`config.mk`:
```
export PLATFORM = sky130hd
export DESIGN_NAME = muldiv_unit
export DESIGN_NICKNAME = d
export VERILOG_FILES = /design/src/rtl/muldiv_unit.sv
export SDC_FILE = /design/constraint.sdc
export NUM_CORES = 1
export LEC_CHECK = 0
export ABC_AREA = 1
export CORE_ASPECT_RATIO = 0.75
export CORE_MARGIN = 2
export CORE_UTILIZATION = 39
export DETAILED_ROUTE_END_ITERATION = 8
export PLACE_DENSITY = 0.62
export RECOVER_POWER = 25
export SYNTH_ARGS = -nofsm -noshare
export SYNTH_HDL_FRONTEND = slang
export SYNTH_SLANG_ARGS = --single-unit
```
`constraint.sdc`:
```
create_clock -name clk -period 2.1 [get_ports clk]
set_input_delay 0.42 -clock clk [delete_from_list [all_inputs] [get_ports clk]]
set_output_delay 0.42 -clock clk [all_outputs]
set_load 0.02 [all_outputs]
```
`src/rtl/muldiv_unit.sv`:
```
// muldiv_unit: iterative HI/LO multiply/divide unit for the MIPS R2000 pipeline.
// Radix-2 shift-add multiply and restoring divide on absolute values,
// followed by one sign-correction cycle (FIX), so every mult/div takes WIDTH+1 cycles.
//
// state | meaning
// ------+-----------------------------------------------------------
// IDLE  | no computation in flight; accepts mult/div/MTHI/MTLO
// MUL   | shift-add iteration, one multiplier bit per cycle
// DIV   | restoring divide iteration, one quotient bit per cycle
// FIX   | sign correction and HI/LO writeback, then done pulse
module muldiv_unit #(
  parameter int WIDTH = 32
) (
  input  logic             clk,
  input  logic             rst_n,
  input  logic             start,
  input  logic [2:0]       op,
  input  logic [WIDTH-1:0] rs_data,
  input  logic [WIDTH-1:0] rt_data,
  input  logic             flush,
  input  logic             rd_req,
  output logic [WIDTH-1:0] hi,
  output logic [WIDTH-1:0] lo,
  output logic             busy,
  output logic             done,
  output logic             stall
);

  localparam int CW = $clog2(WIDTH + 1);

  localparam logic [2:0] OP_MULT  = 3'b000;
  localparam logic [2:0] OP_MULTU = 3'b001;
  localparam logic [2:0] OP_DIV   = 3'b010;
  localparam logic [2:0] OP_DIVU  = 3'b011;
  localparam logic [2:0] OP_MTHI  = 3'b100;
  localparam logic [2:0] OP_MTLO  = 3'b101;

  typedef enum logic [1:0] {S_IDLE, S_MUL, S_DIV, S_FIX} state_t;

  state_t state, state_nxt;

  logic [CW-1:0]      cnt;
  logic [2*WIDTH-1:0] acc;       // mul: {partial product, multiplier}; div: low half = dividend/quotient
  logic [WIDTH-1:0]   rem;
  logic [WIDTH-1:0]   a_abs;
  logic [WIDTH-1:0]   b_abs;
  logic [WIDTH-1:0]   rs_raw;    // raw dividend, returned unchanged on divide by zero
  logic               neg_lo;    // product sign (mul) or quotient sign (div)
  logic               neg_hi;    // remainder sign (div only)
  logic               is_div;
  logic               div_zero;

  logic               accept;
  logic               is_md;
  logic               signed_op;
  logic [WIDTH-1:0]   rs_abs;
  logic [WIDTH-1:0]   rt_abs;
  logic [WIDTH:0]     mul_sum;
  logic [WIDTH:0]     div_shift;
  logic [WIDTH-1:0]   div_diff;
  logic               div_ge;
  logic [2*WIDTH-1:0] prod_fix;
  logic [WIDTH-1:0]   quot_fix;
  logic [WIDTH-1:0]   rem_fix;

  assign busy  = (state != S_IDLE);
  assign stall = rd_req & busy;

  assign accept    = (state == S_IDLE) & start & ~flush;
  assign is_md     = (op == OP_MULT) | (op == OP_MULTU) | (op == OP_DIV) | (op == OP_DIVU);
  assign signed_op = (op == OP_MULT) | (op == OP_DIV);
  assign rs_abs    = (signed_op && rs_data[WIDTH-1]) ? (~rs_data + 1'b1) : rs_data;
  assign rt_abs    = (signed_op && rt_data[WIDTH-1]) ? (~rt_data + 1'b1) : rt_data;

  // Per-iteration arithmetic and the FIX-stage sign correction.
  always_comb begin
    mul_sum   = {1'b0, acc[2*WIDTH-1:WIDTH]} + (acc[0] ? {1'b0, a_abs} : '0);
    div_shift = {rem, acc[WIDTH-1]};
    div_ge    = (div_shift >= {1'b0, b_abs});
    div_diff  = div_shift[WIDTH-1:0] - b_abs;
    prod_fix  = neg_lo ? (~acc + 1'b1) : acc;
    quot_fix  = neg_lo ? (~acc[WIDTH-1:0] + 1'b1) : acc[WIDTH-1:0];
    rem_fix   = neg_hi ? (~rem + 1'b1) : rem;
  end

  // State register.
  always_ff @(posedge clk or negedge rst_n) begin
    if (!rst_n) state <= S_IDLE;
    else        state <= state_nxt;
  end

  // Next-state logic; flush aborts any in-flight operation.
  always_comb begin
    state_nxt = state;
    case (state)
      S_IDLE: begin
        if (accept && is_md) state_nxt = op[1] ? S_DIV : S_MUL;
      end
      S_MUL, S_DIV: begin
        if (flush)                 state_nxt = S_IDLE;
        else if (cnt == CW'(1))    state_nxt = S_FIX;
      end
      S_FIX:   state_nxt = S_IDLE;
      default: state_nxt = S_IDLE;
    endcase
  end

  // Datapath: operand capture, iteration, writeback and done pulse.
  always_ff @(posedge clk or negedge rst_n) begin
    if (!rst_n) begin
      hi       <= '0;
      lo       <= '0;
      done     <= 1'b0;
      cnt      <= '0;
      acc      <= '0;
      rem      <= '0;
      a_abs    <= '0;
      b_abs    <= '0;
      rs_raw   <= '0;
      neg_lo   <= 1'b0;
      neg_hi   <= 1'b0;
      is_div   <= 1'b0;
      div_zero <= 1'b0;
    end else begin
      done <= 1'b0;
      case (state)
        S_IDLE: begin
          if (accept) begin
            if (op == OP_MTHI) hi <= rs_data;
            if (op == OP_MTLO) lo <= rs_data;
            if (is_md) begin
              cnt      <= CW'(WIDTH);
              is_div   <= op[1];
              a_abs    <= rs_abs;
              b_abs    <= rt_abs;
              rs_raw   <= rs_data;
              div_zero <= (rt_data == '0);
              neg_lo   <= signed_op & (rs_data[WIDTH-1] ^ rt_data[WIDTH-1]);
              neg_hi   <= signed_op & op[1] & rs_data[WIDTH-1];
              rem      <= '0;
              acc      <= op[1] ? {{WIDTH{1'b0}}, rs_abs} : {{WIDTH{1'b0}}, rt_abs};
            end
          end
        end
        S_MUL: begin
          cnt <= cnt - 1'b1;
          acc <= {mul_sum, acc[WIDTH-1:1]};
        end
        S_DIV: begin
          cnt            <= cnt - 1'b1;
          rem            <= div_ge ? div_diff : div_shift[WIDTH-1:0];
          acc[WIDTH-1:0] <= {acc[WIDTH-2:0], div_ge};
        end
        S_FIX: begin
          if (!flush) begin
            done <= 1'b1;
            if (!is_div) begin
              hi <= prod_fix[2*WIDTH-1:WIDTH];
              lo <= prod_fix[WIDTH-1:0];
            end else if (div_zero) begin
              hi <= rs_raw;
              lo <= '1;
            end else begin
              hi <= rem_fix;
              lo <= quot_fix;
            end
          end
        end
        default: ;
      endcase
    end
  end

endmodule

```
Word level (Yosys, flattened, before mapping)
Cells that the tools add are included.
{"block": "totals", "wordCells": 115, "input_bits": 72, "rom_bits": 0, "ff_bits": 269, "out_inout_bits": 67, "latchBits": 0, "ramBits": 0, "n_memories": 0}
{"block": "op_classes", "n_mul": 0, "bitwise": 17, "n_lt_le_gt_ge": 1, "mux": 37, "shifts": 0, "n_reduce_logical": 21, "n_addsub": 8, "div_mod_pow": 0, "n_eq_ne": 16}
{"operator": "$mux W32", "n": 19}
{"operator": "$pmux W32 S2", "n": 4}
{"operator": "$mux W64", "n": 3}
{"operator": "$add A32 B1 Y32 const B", "n": 4}
{"operator": "$not A32 Y32", "n": 4}
{"operator": "$pmux W32 S3", "n": 1}
{"operator": "$add A64 B1 Y64 const B", "n": 1}
{"operator": "$not A64 Y64", "n": 1}
{"operator": "$add A32 B32 Y33", "n": 1}
{"operator": "$ge A33 B32 Y1", "n": 1}
{"operator": "$logic_not A32 Y1", "n": 1}
{"operator": "$sub A32 B32 Y32", "n": 1}
{"operator": "$reduce_and A3 Y1", "n": 5}
{"operator": "$mux W6", "n": 2}
{"operator": "$pmux W6 S2", "n": 1}
{"operator": "$reduce_bool A2 Y1", "n": 5}
{"operator": "$mux W2", "n": 4}
{"operator": "$reduce_and A4 Y1", "n": 2}
{"operator": "$and A1 B1 Y1", "n": 6}
{"operator": "$eq A3 B2 Y1 const B", "n": 2}
{"operator": "$eq A3 B3 Y1 const B", "n": 2}
{"operator": "$eq A6 B1 Y1 const B", "n": 1}
{"operator": "$ne A2 B1 Y1 const B", "n": 3}
{"operator": "$ne A2 B2 Y1 const B", "n": 3}
{"operator": "16 further kinds", "n": 23}

Depth between registers and ports, before layout
{"block": "logic_depth", "depth_word": 8, "depth_mapped": 19, "mapped_depth_nobuf": 18}

Worst setup path after synthesis
Ideal clock, no wire load.
{"block": "synth_timing", "path_type": "flip-flop to flip-flop", "startpoint": "register acc[0]", "endpoint": "register acc[57]", "required_ps": 1983, "n_path_buf": 1, "synth_period_minus_slack_ps": 2241, "arrival_time_ps": 2124, "path_stages_with_launch": 19, "path_slack_ps": -141, "setup_ps": 117, "path_cell_list": "dfrtp_1 buf_2 nand2_1 inv_1 ha_1 inv_1 fa_1 inv_1 nand3_1 nand3_1 a21oi_1 o21ai_0 nand2_1 nand2_1 nand2_1 nand2_1 nand2_1 nand3_1 nand2_1"}
{"block": "synth_between", "elab_chain_len": 3}
{"element": "from (decl)", "line": "43", "text": "logic [2*WIDTH-1:0] acc;"}
{"element": "from (signal assigned)", "line": "141", "text": "acc <= op[1] ? {{WIDTH{1'b0}}, rs_abs} : {{WIDTH{1'b0}}, rt_abs};"}
{"element": "from (signal assigned)", "line": "147", "text": "acc <= {mul_sum, acc[WIDTH-1:1]};"}
{"element": "from (signal, indexed assignment)", "line": "152", "text": "acc[WIDTH-1:0] <= {acc[WIDTH-2:0], div_ge};"}
{"element": "$mux W32", "line": "77", "text": "mul_sum = {1'b0, acc[2*WIDTH-1:WIDTH]} + (acc[0] ? {1'b0, a_abs} : '0);"}
{"element": "$add A32 B32 Y33", "line": "77"}
{"element": "$pmux W32 S2", "line": "126", "text": "case (state)"}
Every way passes these cells.
A chain may end at the register's enable or synchronous reset.

Final worst setup path
{"block": "layout_timing", "startpoint": "register acc[31]", "endpoint": "register rem[12]"}
{"block": "layout_between", "elab_chain_len": 3, "word_cells_on_any_way": 4, "cone_classes": "add/sub: 1; order compare: 1; mux: 2"}
{"element": "$sub A32 B32 Y32 or $ge A33 B32 Y1 (tied branches)", "line": "80, 79"}
{"element": "$mux W32 *", "line": "151", "text": "rem <= div_ge ? div_diff : div_shift[WIDTH-1:0];"}
{"element": "$pmux W32 S2 *", "line": "126"}
{"element": "to (signal assigned)", "line": "151"}
{"element": "to (decl)", "line": "44", "text": "logic [WIDTH-1:0] rem;"}
Every way passes the cells marked *; elsewhere a longest branch is shown, timed or not.

==> flow_summary.ini <==
[status]
outcome = complete, but fails checks
violations = setup timing

[critical_path]
reg2reg_slack_ns = -0.31
crit_arrival_ns = 2.89
worstPathMaxFanout = 4
r2r_cells = 15
cp-start-kind = register
worstSetupPathType = register to register
timing.rr.start = acc[31]$_DFFE_PN0P_
critPathCaptureType = register
cp_data_required_time_ns = 2.58
reg2reg_to = rem[12]$_DFFE_PN0P_

[placed_design]
io_buffers = 138
place_congestion = 1.031
dp.cells = 5011
hpwl_mm = 85.95

[logic_synthesis]
syn-num-nets = 3639
synth_top_family_by_area = simple AND/OR/NAND/NOR gates
ys_ff_latch = 268
yosys.cell_types.count = 54
synthSimpleGateAreaFrac_pct = 36.92
yosysWarningCount = 0
synth_adder_area_share_pct = 4.441
synthXorXnorAreaFrac_pct = 3.181
synth_area_per_cell_um2 = 6.230
syn_inst = 3491
synth_compound_area_share_pct = 15.97
ys_seq_area_share_pct = 30.83
syn_area_um2 = 21750
muxShareOfSynthArea_pct = 0

[cells_and_area]
utilization_pct = 65.65
fin_nets = 4554
fill_cells = 4797
area_growth_syn_to_layout_pct = 65.45
stdcell_count = 5149
layout-drive-gt1-share_pct = 38.84

[global_routing]
grt_pass1_vias = 25837
overflow = 0
grt_antenna_before_repair = 2
grt_pass1_wl_mm = 161.8
grt_max_degree = 58
gr-usage-all-layers_pct = 37.12

[sta]
rsz0062_at_grt = yes
fin_ws_ns = -0.3118
tightest_slew_ns = 1.386
max-slew-margin-rel_pct = 7.585
min_period_ns = 2.412
finalMaxSlewViolations = 0
finClkSkew_ns = 0.02024
finalHoldViolCount = 0
finalSetupViolations = 94
fmax_mhz = 414.6
timing.final.crit_share_pct = 114.8

[floorplanning]
io_pins = 139
core_um2 = 54810
start_util_pct = 39.68
die_h_um = 208.5
dieArea_um2 = 57690
die_w_um = 276.7
std_cell_rows = 74

[routing]
drc = 0
dr_total_vias = 28466
wirelength_mm = 114.0
drtIter0Drc = 3539
wl_per_cell_um = 22.14
via_per_inst = 5.528
first_pass_iters = 6
ant_nets = 0

[clock_network]
clkTransAtPathRegs_ns = 0.07
ctsRootBufferMaster = clkbuf_16
cts_buffer_depth = 3
clock-sinks = 268
clk_latency_ns = 0.60
cts_buffers = 31
htree_levels = 1
cts_tree = yes

[power]
power.leakage_nw = 17.62
ir_drop_mv = 0.9463
p_per_area_nw_per_um2 = 1464

[worst_hold_path]
min_to = rs_raw[7]$_DFFE_PN0P_
holdCritPathClass = input pin to register
min_from = rs_data[7]
holdPathStages = 4

[flow_run]
cap_violations = 0
==> kinds of logic after synthesis <==
kind of cell | count (synthesis)
buf+inv | 481
flops | 268
xor+xnor | 79
simple gates | 1943
fa+ha+maj | 76
compound gates | 644
==> layout by cell type, fill, tap and decap left out, types with 64 or more instances in the layout <==
master / synthesis / routed
nor2_2: 15 / 64
o21ai_1: 43 / 86
nor2_1: 522 / 435
buf_6: 3 / 64
nand2_2: 7 / 130
o21ai_0: 261 / 169
nand3_2: 2 / 104
inv_1: 330 / 260
a21oi_2: 3 / 79
nand2_1: 989 / 813
clkdlybuf4s50_1: 0 / 118
nand3_1: 305 / 168
buf_4: 1 / 756
inv_2: 15 / 75
dfrtp_1: 268 / 260
a21oi_1: 230 / 135
==> layer usage <==
| metal | wire length [um] | global-route usage (%) | part of all wire [%] |
|---|---|---|---|
| met1 | 49690 | 54.77 | 44 |
| met2 | 45480 | 49.94 | 40 |
| met3 | 15640 | 13.91 | 14 |
| met4 | 3196 | 9.764 | 2.8 |
| met5 | 0 | 0 | 0 |
==> per-stage QoR <==
step	cell area (um2)	TNS, ns	setup WS (ns)	hold slack, ns	total power, mW
floorplan	21790	-0.01401	-0.01401	0.1244	23.60
global placement	29890	-47.89	-0.5342	0.3649	38.28
detailed placement	29890	-50.99	-0.5497	0.3737	38.46
CTS	33930	-8.430	-0.2430	0.3332	48.15
global route	35980	-28.16	-0.3980	0.4011	55.43
finish	35990	-11.87	-0.3118	0.4175	52.70
==> power breakdown <==
part | internal (mW) | total [mW] | switching [mW] | leakage (nW)
Sequential | 7.47 | 9.64 | 2.17 | 3.31
Combinational | 15.7 | 37.4 | 21.8 | 13.8
Clock | 3.13 | 5.64 | 2.51 | 0.496
==> registers in the layout, summed over array words and instances (netlist names), 2 cells and up <==
register,count
lo,32
hi,32
b_abs,32
cnt,6
rs_raw,31
acc,64
state,2
a_abs,32
rem,32
==> worst max-delay path by stage <==
stage / cells after the start / endpoint / slack (ns) / from
finish: 15 / rem[12]$_DFFE_PN0P_ / -0.31 / acc[31]$_DFFE_PN0P_
global placement: 12 / acc[17]$_DFFE_PN0P_ / -0.53 / rs_data[1]
global route: 15 / acc[63]$_DFFE_PN0P_ / -0.40 / acc[0]$_DFFE_PN0P_
detailed placement: 14 / acc[18]$_DFFE_PN0P_ / -0.55 / rs_data[1]
floorplan: 16 / acc[58]$_DFFE_PN0P_ / -0.01 / acc[0]$_DFFE_PN0P_
CTS: 14 / hi[2]$_DFFE_PN0P_ / -0.24 / acc[0]$_DFFE_PN0P_
==> critical path: stages (launching register included) <==
cell and delay, ns:
dfrtp_1 0.41, inv_2 0.08, ha_4 0.16, inv_4 0.06
fa_2 0.22, inv_2 0.05, o21ai_4 0.27, buf_6 0.15
inv_4 0.03, o21bai_4 0.23, nand2_2 0.11, nand2_4 0.10
xor2_1 0.16, nand2_1 0.11, nand3_2 0.09, o21ai_2 0.06
==> cell usage after synthesis, drive strengths merged <==
master,count,area [um2]
or3,1,6.260
o31ai,3,22.52
o32ai,1,8.760
ha,74,925.9
o211ai,19,142.6
nand3b,9,67.56
nand3,307,1546
o221a,1,11.26
or2,2,12.51
a21o,11,82.58
fa,2,40.04
nor3,35,180.2
clkinv,3,11.26
inv,345,1295
and2,2,13.77
xor2,61,534.3
o221ai,2,17.52
a211oi,1,7.510
buf,53,276.5
xnor2,18,157.7
clkbuf,80,300.3
a31oi,15,93.84
nand2,998,3779
o21bai,5,41.29
nor3b,1,7.510
o21ai,308,1564
a22oi,1,7.510
a21oi,233,1177
o22ai,32,206.5
nand4,42,275.3
nor2,542,2110
nor4,4,31.28
dfrtp,268,6706
a21boi,1,7.510
o21a,11,82.58
==> area by class of cell <==
cell class | count | area [um2] | area share [%]
diodes | 1 | 2.502 | 0.006954
repair buffers | 1015 | 8876 | 24.67
clock inverters | 19 | 190.2 | 0.5285
flip-flops and latches | 268 | 6716 | 18.66
inverters | 348 | 1331 | 3.699
clock buffers | 34 | 807.0 | 2.243
well taps | 722 | 903.4 | 2.510
multi-input cells | 2742 | 17160 | 47.68
==> what timing repair did <==
action	4_1_cts	5_1_grt
hold endpoints to repair	36	0
resized for setup	616	497
setup endpoints to repair	109	145
gates cloned	7	2
hold buffers	1	0
buffers inserted	50	49
pin swaps	152	192
Note: power is estimated with default switching activity, not from simulation.
